<file path="src/rtl/mem_stage.sv">
// Memory access stage: runs one bus transaction per aligned LDW/STW.
// It also holds the MEM pipeline register that feeds ctrl and writeback.
module mem_stage (
    input  logic        clk,
    input  logic        reset_,
    input  logic [29:0] EXPC,
    input  logic        EXEn,
    input  logic        EXBrFlag,
    input  logic [1:0]  EXMemOp,
    input  logic [31:0] EXMemWrData,
    input  logic [1:0]  EXCtrlOp,
    input  logic [4:0]  EXDstAddr,
    input  logic        EXGPRWE_,
    input  logic [2:0]  EXExpCode,
    input  logic [31:0] EXOut,
    input  logic        Stall,
    input  logic        Flush,
    output logic        MemBusy,
    output logic        BusReq_,
    input  logic        BusGrnt_,
    output logic        BusAs_,
    output logic [29:0] BusAddr,
    output logic        BusRW,
    output logic [31:0] BusWrData,
    input  logic [31:0] BusRdData,
    input  logic        BusRdy_,
    output logic [29:0] MemPC,
    output logic        MemEn,
    output logic        MemBrFlag,
    output logic [1:0]  MemCtrlOp,
    output logic [4:0]  MemDstAddr,
    output logic        MemGPRWE_,
    output logic [2:0]  MemExpCode,
    output logic [31:0] MemOut
);

    localparam logic [1:0] MEM_LDW        = 2'd1;
    localparam logic [1:0] MEM_STW        = 2'd2;
    localparam logic [2:0] EXP_NONE       = 3'd0;
    localparam logic [2:0] EXP_MISS_ALIGN = 3'd4;
    localparam logic [1:0] CTRL_NOP       = 2'd0;
    localparam logic       BUS_READ       = 1'b1;
    localparam logic       BUS_WRITE      = 1'b0;

    typedef enum logic [1:0] {IDLE, REQ, ACCESS, DONE} state_t;

    state_t      state;
    logic [31:0] rd_buf;
    logic        is_mem_op;
    logic        is_aligned;
    logic        miss_align;
    logic        access_needed;

    // An upstream exception suppresses both the alignment check and the access.
    assign is_mem_op     = (EXMemOp == MEM_LDW) || (EXMemOp == MEM_STW);
    assign is_aligned    = (EXOut[1:0] == 2'b00);
    assign miss_align    = EXEn && (EXExpCode == EXP_NONE) && is_mem_op && !is_aligned;
    assign access_needed = EXEn && (EXExpCode == EXP_NONE) && is_mem_op && is_aligned;

    always_comb begin
        MemBusy = 1'b0;
        case (state)
            IDLE:        MemBusy = access_needed && !Flush;
            REQ, ACCESS: MemBusy = 1'b1;
            default:     MemBusy = 1'b0;
        endcase
    end

    // Bus strobes are registered from the transition being taken, so each state's outputs appear with it.
    always_ff @(posedge clk or negedge reset_) begin
        if (!reset_) begin
            state     <= IDLE;
            BusReq_   <= 1'b1;
            BusAs_    <= 1'b1;
            BusAddr   <= 30'd0;
            BusRW     <= BUS_READ;
            BusWrData <= 32'd0;
            rd_buf    <= 32'd0;
        end else begin
            case (state)
                IDLE: begin
                    if (access_needed && !Flush) begin
                        state   <= REQ;
                        BusReq_ <= 1'b0;
                    end
                end
                REQ: begin
                    if (!BusGrnt_) begin
                        state     <= ACCESS;
                        BusAs_    <= 1'b0;
                        BusAddr   <= EXOut[31:2];
                        BusRW     <= (EXMemOp == MEM_LDW) ? BUS_READ : BUS_WRITE;
                        BusWrData <= EXMemWrData;
                    end
                end
                ACCESS: begin
                    // A started transfer always runs to BusRdy_, even under Flush.
                    if (!BusRdy_) begin
                        state     <= DONE;
                        rd_buf    <= BusRdData;
                        BusReq_   <= 1'b1;
                        BusAs_    <= 1'b1;
                        BusAddr   <= 30'd0;
                        BusRW     <= BUS_READ;
                        BusWrData <= 32'd0;
                    end
                end
                DONE: begin
                    if (!Stall) begin
                        state <= IDLE;
                    end
                end
                default: state <= IDLE;
            endcase
        end
    end

    always_ff @(posedge clk or negedge reset_) begin
        if (!reset_) begin
            MemPC      <= 30'd0;
            MemEn      <= 1'b0;
            MemBrFlag  <= 1'b0;
            MemCtrlOp  <= CTRL_NOP;
            MemDstAddr <= 5'd0;
            MemGPRWE_  <= 1'b1;
            MemExpCode <= EXP_NONE;
            MemOut     <= 32'd0;
        end else if (!Stall) begin
            if (Flush) begin
                MemPC      <= 30'd0;
                MemEn      <= 1'b0;
                MemBrFlag  <= 1'b0;
                MemCtrlOp  <= CTRL_NOP;
                MemDstAddr <= 5'd0;
                MemGPRWE_  <= 1'b1;
                MemExpCode <= EXP_NONE;
                MemOut     <= 32'd0;
            end else begin
                MemPC      <= EXPC;
                MemEn      <= EXEn;
                MemBrFlag  <= EXBrFlag;
                MemCtrlOp  <= EXCtrlOp;
                MemDstAddr <= EXDstAddr;
                MemGPRWE_  <= miss_align ? 1'b1 : EXGPRWE_;
                MemExpCode <= miss_align ? EXP_MISS_ALIGN : EXExpCode;
                MemOut     <= (EXMemOp == MEM_LDW) ? rd_buf : EXOut;
            end
        end
    end

endmodule

</file>
<file path="config.mk">
export PLATFORM = sky130hd
export DESIGN_NAME = mem_stage
export DESIGN_NICKNAME = d
export VERILOG_FILES = /design/src/rtl/mem_stage.sv
export SDC_FILE = /design/constraint.sdc
export NUM_CORES = 1
export LEC_CHECK = 0
export ABC_CLOCK_PERIOD_IN_PS = 3000
export BUFFER_PORTS_ARGS = -buffer_cell sky130_fd_sc_hd__buf_2
export CORE_MARGIN = 2
export CORE_UTILIZATION = 45
export DETAILED_ROUTE_END_ITERATION = 8
export PLACE_DENSITY = 0.77
export SYNTH_ARGS = -nofsm -noshare
export SYNTH_HDL_FRONTEND = slang
export SYNTH_SLANG_ARGS = --single-unit
</file>
<file path="constraint.sdc">
create_clock -name clk -period 3 [get_ports clk]
set_input_delay 0 -clock clk [delete_from_list [all_inputs] [get_ports clk]]
set_output_delay 0 -clock clk [all_outputs]
set_load 0.1 [all_outputs]
</file>
==> out/metrics.yaml, run 1 <==
logic_synthesis:
  muxShareOfSynthArea_pct: 9.692
  synth_cell_types: 33
  synth_warnings: 0
  synth-compound-area-share_pct: 10.06
  syn_area_per_cell_um2: 10.66
  yosys.area.top_type: "dfrtp_1"
  yosys_register_bits: 174
  synth_top_family_by_area: "simple AND/OR/NAND/NOR gates"
  syn_nets: 847
  synth_area_leaders: "dfrtp_1, o21ai_0, nand2b_1"
  netlist.area_leader.share_pct: 57.61
  synthXorXnorAreaFrac_pct: 0
  async_flop_share_pct: 100.0
  synth_seq_area_share_pct: 59.03
  synth_area_um2: 7385
  synth-simple-area-share_pct: 16.60
  synth-edff-count: 0
  synthFlopType: "dfrtp_1"
  netlist_instances: 693
  synthAdderAreaFrac_pct: 1.186
clocking:
  cts-root-buf: "clkbuf_16"
  numCtsBuffers: 17
  ctsLongestPathBuffers: 2
  cts_max_level: 4
  clkLatencyLatePin_ps: 420
  numClockSinks: 174
  cts_tree: "built"
  clk_pin_slew_worst_paths_ps: 70
  post-cts-setup-buffers: 0
place:
  dpl.hpwl_um: 13960
  io_buffers: 287
  gp_congestion: 0.7781
  pre_cts_slack_ps: 869.1
  dpl_cell_area_um2: 9007
timing:
  hold_ws_ps: 92.02
  final.setup.worst_slack_ps: 869.1
  rsz0062_at_grt: "false"
  slew_viol_final: 0
  finClkSkew_ps: 12.28
  period_needed_ps: 2131
  fin_setup_tns_ps: 0
  max_freq_ghz: 0.4693
  slew_headroom_pct: 50.79
  hold_viol_final: 0
  tightestPinTransition_ps: 738.2
  period_share_pct: 71.03
  setup_viol: 0
final_layout:
  areaGrowthSynthToFinish_pct: 49.70
  n_antenna_cell: 0
  drive_gt1_share_pct: 33.33
  multi_input_area_um2: 2790
  final_util_pct: 69.34
  finish.net_count: 1260
  seqCellArea_um2: 4359
  final_area_um2: 11050
  n_fill_cell: 1134
die:
  die_area_um2: 17450
  core_area_um2: 15940
  die_w_um: 132.1
  die_y_um: 132.1
  start_util_pct: 46.32
  pin_count: 288
  rows: 46
routing:
  wl_um: 23310
  drc_errors: 0
  avgRoutedWirePerCell_um: 17.46
  vias: 6657
  ant_nets: 0
  drt_iter0_drc: 362
  viasPerCell: 4.987
  dr.pass1.iters: 5
worst_setup_path:
  worstPathArrival_ps: 2450
  crit_type: "reg -> reg"
  critPathLaunchType: "register"
  reg2reg_slack_ps: 870
  crit_fanout: 76
  endpoint_kind: "register"
  worstPathRequired_ps: 3310
run:
  drv_cap: 0
global_routing:
  grt_max_degree: 77
  grt_antenna_before_repair: 0
  grt_pass1_vias: 7093
  grt_usage_pct: 27.17
  grt-ovfl-total: 0
  grt_pass1_wl_um: 37400
outcome:
  outcome: "complete, no violations"
min_path:
  holdCritPathClass: "in -> reg"
pwr:
  p_leak_nw: 5.463
  irDropWorstVdd_mv: 0.8822
  power.density_nw_per_um2: 1137
## power breakdown
part	internal, mW	switching, mW	total (mW)	leakage (nW)
Combinational	1.44	5.31	6.75	2.98
Clock	1.36	0.940	2.30	0.285
Sequential	3.12	0.399	3.52	2.20
Total	5.92	6.65	12.6	5.46
## per-layer routing
metal | part of all wire [%] | global-route usage, % | vias up | routed length [µm]
met3 | 7.3 | 7.190 | 47 | 1697
li1 | - | - | 3118 | -
met1 | 39 | 32.05 | 3213 | 9159
met5 | 0 | 0 | - | 0
met2 | 51 | 47.74 | 279 | 11840
met4 | 2.6 | 9.903 | 0 | 613
## worst max-delay path: stages, from the launching register on
cell and delay (ps):
dfrtp_1 410, inv_1 140, ha_2 340, a22oi_2 150
nand2_4 420, buf_12 330, nand2_1 110, o21ai_0 120
## flip-flops by register name (all words and copies together), names as in the netlist, 2 cells and up
register / cells
BusAddr: 30
BusWrData: 32
MemCtrlOp: 2
MemDstAddr: 5
MemExpCode: 3
MemOut: 32
MemPC: 30
rd_buf: 32
state: 2
## path summary, 6_finish.rpt
check | from | endpoint | cells after the start
setup reg to reg | state[0] | BusWrData[12] | 7
hold / removal | EXMemOp[0] | MemGPRWE_ | 5
min in group asynchronous | reset_ | MemOut[9] | 2
setup / recovery | state[0] | BusWrData[12] | 7
hold reg to reg | BusWrData[27] | BusWrData[27] | 2
max in group asynchronous | reset_ | BusAs_ | 3
## synth_stat cells (2+ instances only)
master and number:
dfrtp_1 170, nand2_1 135, o21ai_0 127, nand2b_1 98, mux2i_1 34, mux2_2 30
clkbuf_1 28, buf_2 10, ha_1 7, inv_1 6, o21ai_1 6, nor2_1 5
a21oi_1 4, a22o_1 4, buf_6 4, dfstp_2 4, buf_4 3, buf_1 2
mux2_1 2
## cell usage in the layout (no fill, tap or decap), drive strengths merged, types with 8 or more instances in the layout
cell type    synthesis  routed
mux2i               34      34
buf                 19     298
dfrtp              170     170
mux2                33      33
inv                  6       8
nand2              136     136
o21ai              133     133
nand2b              98      98
dlygate4sd3          0     143
clkbuf              28      20
## through the flow
step / power [mW] / cells
floorplan: 8.932 / 693
global route: 13.15 / 1335
finish: 12.57 / 1335
CTS: 12.56 / 1335
detailed placement: 10.11 / 1160
global placement: 9.981 / 1160
## timing repair
action	CTS	global route
endpoints found under the hold margin	243	0
resized for setup	0	0
hold buffers	143	0
## kinds of logic (layout without fill, tap and decap cells)
logic type / count (synthesis) / count (layout)
and+or+nand+nor: 249 / 249
AOI/OAI and AO/OA: 143 / 143
adders and majority gates: 7 / 7
buffers and inverters: 53 / 479
DFF: 174 / 174
muxes: 67 / 67
## layout make-up
| type | count | area share, % |
|---|---|---|
| inverter | 6 | 0.2037 |
| clock buffer | 20 | 4.131 |
| sequential | 174 | 39.43 |
| clock inverter | 12 | 1.437 |
| multi-input combinational | 466 | 25.24 |
| timing repair buffer | 441 | 27.11 |
| tap | 216 | 2.445 |
No activity file was read; power rests on OpenSTA's default activity.
==> run 2, diff against run 1 <==
--- a/config.mk
+++ b/config.mk
@@ -5,12 +5,13 @@
 export SDC_FILE = /design/constraint.sdc
 export NUM_CORES = 1
 export LEC_CHECK = 0
-export ABC_CLOCK_PERIOD_IN_PS = 3000
+export ABC_AREA = 1
+export ABC_CLOCK_PERIOD_IN_PS = 2200
 export BUFFER_PORTS_ARGS = -buffer_cell sky130_fd_sc_hd__buf_2
 export CORE_MARGIN = 2
 export CORE_UTILIZATION = 45
 export DETAILED_ROUTE_END_ITERATION = 8
-export PLACE_DENSITY = 0.77
+export PLACE_DENSITY = 0.78
 export SYNTH_ARGS = -nofsm -noshare
 export SYNTH_HDL_FRONTEND = slang
 export SYNTH_SLANG_ARGS = --single-unit
==> constraint.sdc (replaced) <==
create_clock -name clk -period 2.2 [get_ports clk]
set_input_delay 0 -clock clk [delete_from_list [all_inputs] [get_ports clk]]
set_output_delay 0 -clock clk [all_outputs]
set_load 0.1 [all_outputs]
==> out/metrics.yaml, run 2 <==
die:
  start_util_pct: 46.57
  die_y_um: 127.1
  core_area_um2: 14640
  die_w_um: 127.1
  pin_count: 288
  die_area_um2: 16150
  rows: 44
logic_synthesis:
  synth_top_family_by_area: "compound AO/OA/AOI/OAI gates"
  netlist_instances: 611
  synth_warnings: 0
  yosys-top-cells-count: "dfrtp_1, nand2_1, o21ai_1"
  synthAdderAreaFrac_pct: 1.284
  netlist.area_leader.share_pct: 62.39
  synth_cell_types: 24
  synth-simple-area-share_pct: 9.523
  synthFlopType: "dfrtp_1"
  async_flop_share_pct: 100.0
  yosys.area.top_type: "dfrtp_1"
  synthXorXnorAreaFrac_pct: 0
  synth-compound-area-share_pct: 18.37
  synth-edff-count: 0
  syn_area_per_cell_um2: 11.16
  synth_area_leaders: "dfrtp_1, a22o_1, o21ai_1"
  syn_nets: 765
  muxShareOfSynthArea_pct: 1.486
  synth_seq_area_share_pct: 63.93
  yosysMostFrequentCell: "dfrtp_1"
  yosys_register_bits: 174
  synth_area_um2: 6819
final_layout:
  final_util_pct: 71.71
  finish.net_count: 1187
  fin_cells: 1229
  top_regs: "BusWrData (32), MemOut (32), rd_buf (32)"
  seqCellArea_um2: 4359
  multi_input_area_um2: 2102
  n_fill_cell: 980
  drive_gt1_share_pct: 32.66
  layout.cells.most_common: "buf_2"
  areaGrowthSynthToFinish_pct: 54.00
  final_cell_mix: "buf_2, dfrtp_1, dlygate4sd3_1"
place:
  placed_cells: 1055
  io_buffers: 287
  gp_congestion: 0.8216
  dpl.hpwl_um: 13490
clocking:
  post_cts_resize_count: 0
  clkLatencyLatePin_ps: 430
  ctsLongestPathBuffers: 2
  numCtsBuffers: 17
  cts-root-buf: "clkbuf_16"
  post-cts-setup-buffers: 0
  clk_pin_slew_worst_paths_ps: 60
  ctsHoldBuffers: 143
  cts_tree: "built"
  numClockSinks: 174
  cts_max_level: 4
routing:
  dr.pass1.iters: 5
  drt-met1-wl_um: 8781
  highest_layer: "met4"
  ant_nets: 0
  dr_wl_met3_um: 1884
  drt_iter0_drc: 455
  vias: 6531
  viasPerCell: 5.314
  wl_met2_um: 11420
  drc_errors: 0
  avgRoutedWirePerCell_um: 18.76
  wl_um: 23050
worst_setup_path:
  crit_slowest_cell: "buf_2"
  r2r_cells: 8
  reg2reg_slack_ps: 360
  worstPathRequired_ps: 2200
  path_common_cell: "inv_1"
  regToRegStartpoint: "state[0]"
  max_stage_delay_ps: 440
  worstPathArrival_ps: 1990
  endpoint_kind: "output port"
  crit_fanout: 5
  critPathLaunchType: "register"
  crit_type: "reg -> out"
  r2r-end: "BusAddr[25]"
  crit_chain: "inv_1 -> ha_1 -> inv_1 -> a21oi_2 -> buf_2"
pwr:
  irDropWorstVdd_mv: 1.376
  power.density_nw_per_um2: 1671
  p_leak_nw: 5.464
  p_total_mw: 17.55
global_routing:
  grt-ovfl-total: 0
  grt_usage_pct: 28.57
  grt_pass1_wl_um: 35800
  grt_pass1_vias: 6939
  grt_max_degree: 77
  grt_antenna_before_repair: 0
timing:
  rsz0062_at_grt: "false"
  fin_setup_tns_ps: 0
  slew_headroom_pct: 42.97
  setup_viol: 0
  finClkSkew_ps: 10.55
  period_share_pct: 90.64
  period_needed_ps: 1994
  hold_viol_final: 0
  tightestPinTransition_ps: 855.4
  max_freq_ghz: 0.5015
  slew_viol_final: 0
min_path:
  hold_start: "BusRdy_"
  hold_end: "BusReq_"
  whs_path_depth: 5
  holdCritPathClass: "in -> reg"
outcome:
  outcome: "complete, no violations"
run:
  drv_cap: 0
## run 2: cell types whose count changed in the layout (fill, tap and decap cells not counted), sizes merged, moves of 3 or more
cell,previous run,this run
nand2b,98,0
a22o,4,88
o21ai,133,90
mux2i,34,0
nor2,5,38
inv,8,37
mux2,33,9
nand2,136,115
bufinv,3,6
clkinvlp,5,2
## run 2: layer usage
layer / up-vias / global-route usage [%]
met3: 76 / 7.873
li1: 2922 / -
met2: 366 / 48.73
met5: - / 0
met1: 3167 / 32.95
met4: 0 / 15.19
## run 2: metrics by stage
stage | hold slack, ps | instance area [µm²] | setup WS, ps
floorplan | -295.6 | 6823 | 461.5
global placement | 4.868 | 8408 | 444.0
detailed placement | 4.209 | 8408 | 370.5
CTS | 11.04 | 10500 | 180.9
global route | 77.78 | 10500 | 135.1
finish | 32.79 | 10500 | 206.0
## run 2: cell families after synthesis
logic type | after synthesis
AO/OA/AOI/OAI | 183
AND/OR/NAND/NOR | 161
multiplexers | 9
adder cells (fa/ha/maj) | 7
buffers and inverters | 77
flip-flops | 174
## run 2: critical path: cells and delay by family, from the launching register on
family / cells / cell delay, ps
buffers and inverters: 3 / 630
flip-flops: 1 / 430
adder cells (fa/ha/maj): 1 / 380
AO/OA/AOI/OAI: 1 / 140
## run 2: layout make-up
class | count | share of cell area (%)
Timing Repair Buffer | 443 | 28.65
Multi-Input combinational cell | 360 | 20.02
Tap cell | 184 | 2.192
Clock inverter | 10 | 2.026
Inverter | 37 | 1.323
Clock buffer | 20 | 4.254
Sequential cell | 174 | 41.51
Antenna cell | 1 | 0.02383
## run 2: power breakdown
| group | internal (mW) | total (mW) | switching (mW) |
|---|---|---|---|
| sequential | 4.26 | 4.86 | 0.598 |
| clock | 2.15 | 3.39 | 1.24 |
| combinational | 1.96 | 9.30 | 7.34 |
| total | 8.38 | 17.5 | 9.17 |
## run 2: worst max path at each step
stage                     cells after the start     start          to
final                                         5  state[0]     MemBusy
after global routing                          5  state[1]     MemBusy
after CTS                                     5  state[0]     MemBusy
after detailed placement                      6  state[0]  rd_buf[19]
after global placement                        6  state[0]   rd_buf[7]
after floorplan                               4  state[0]     MemBusy
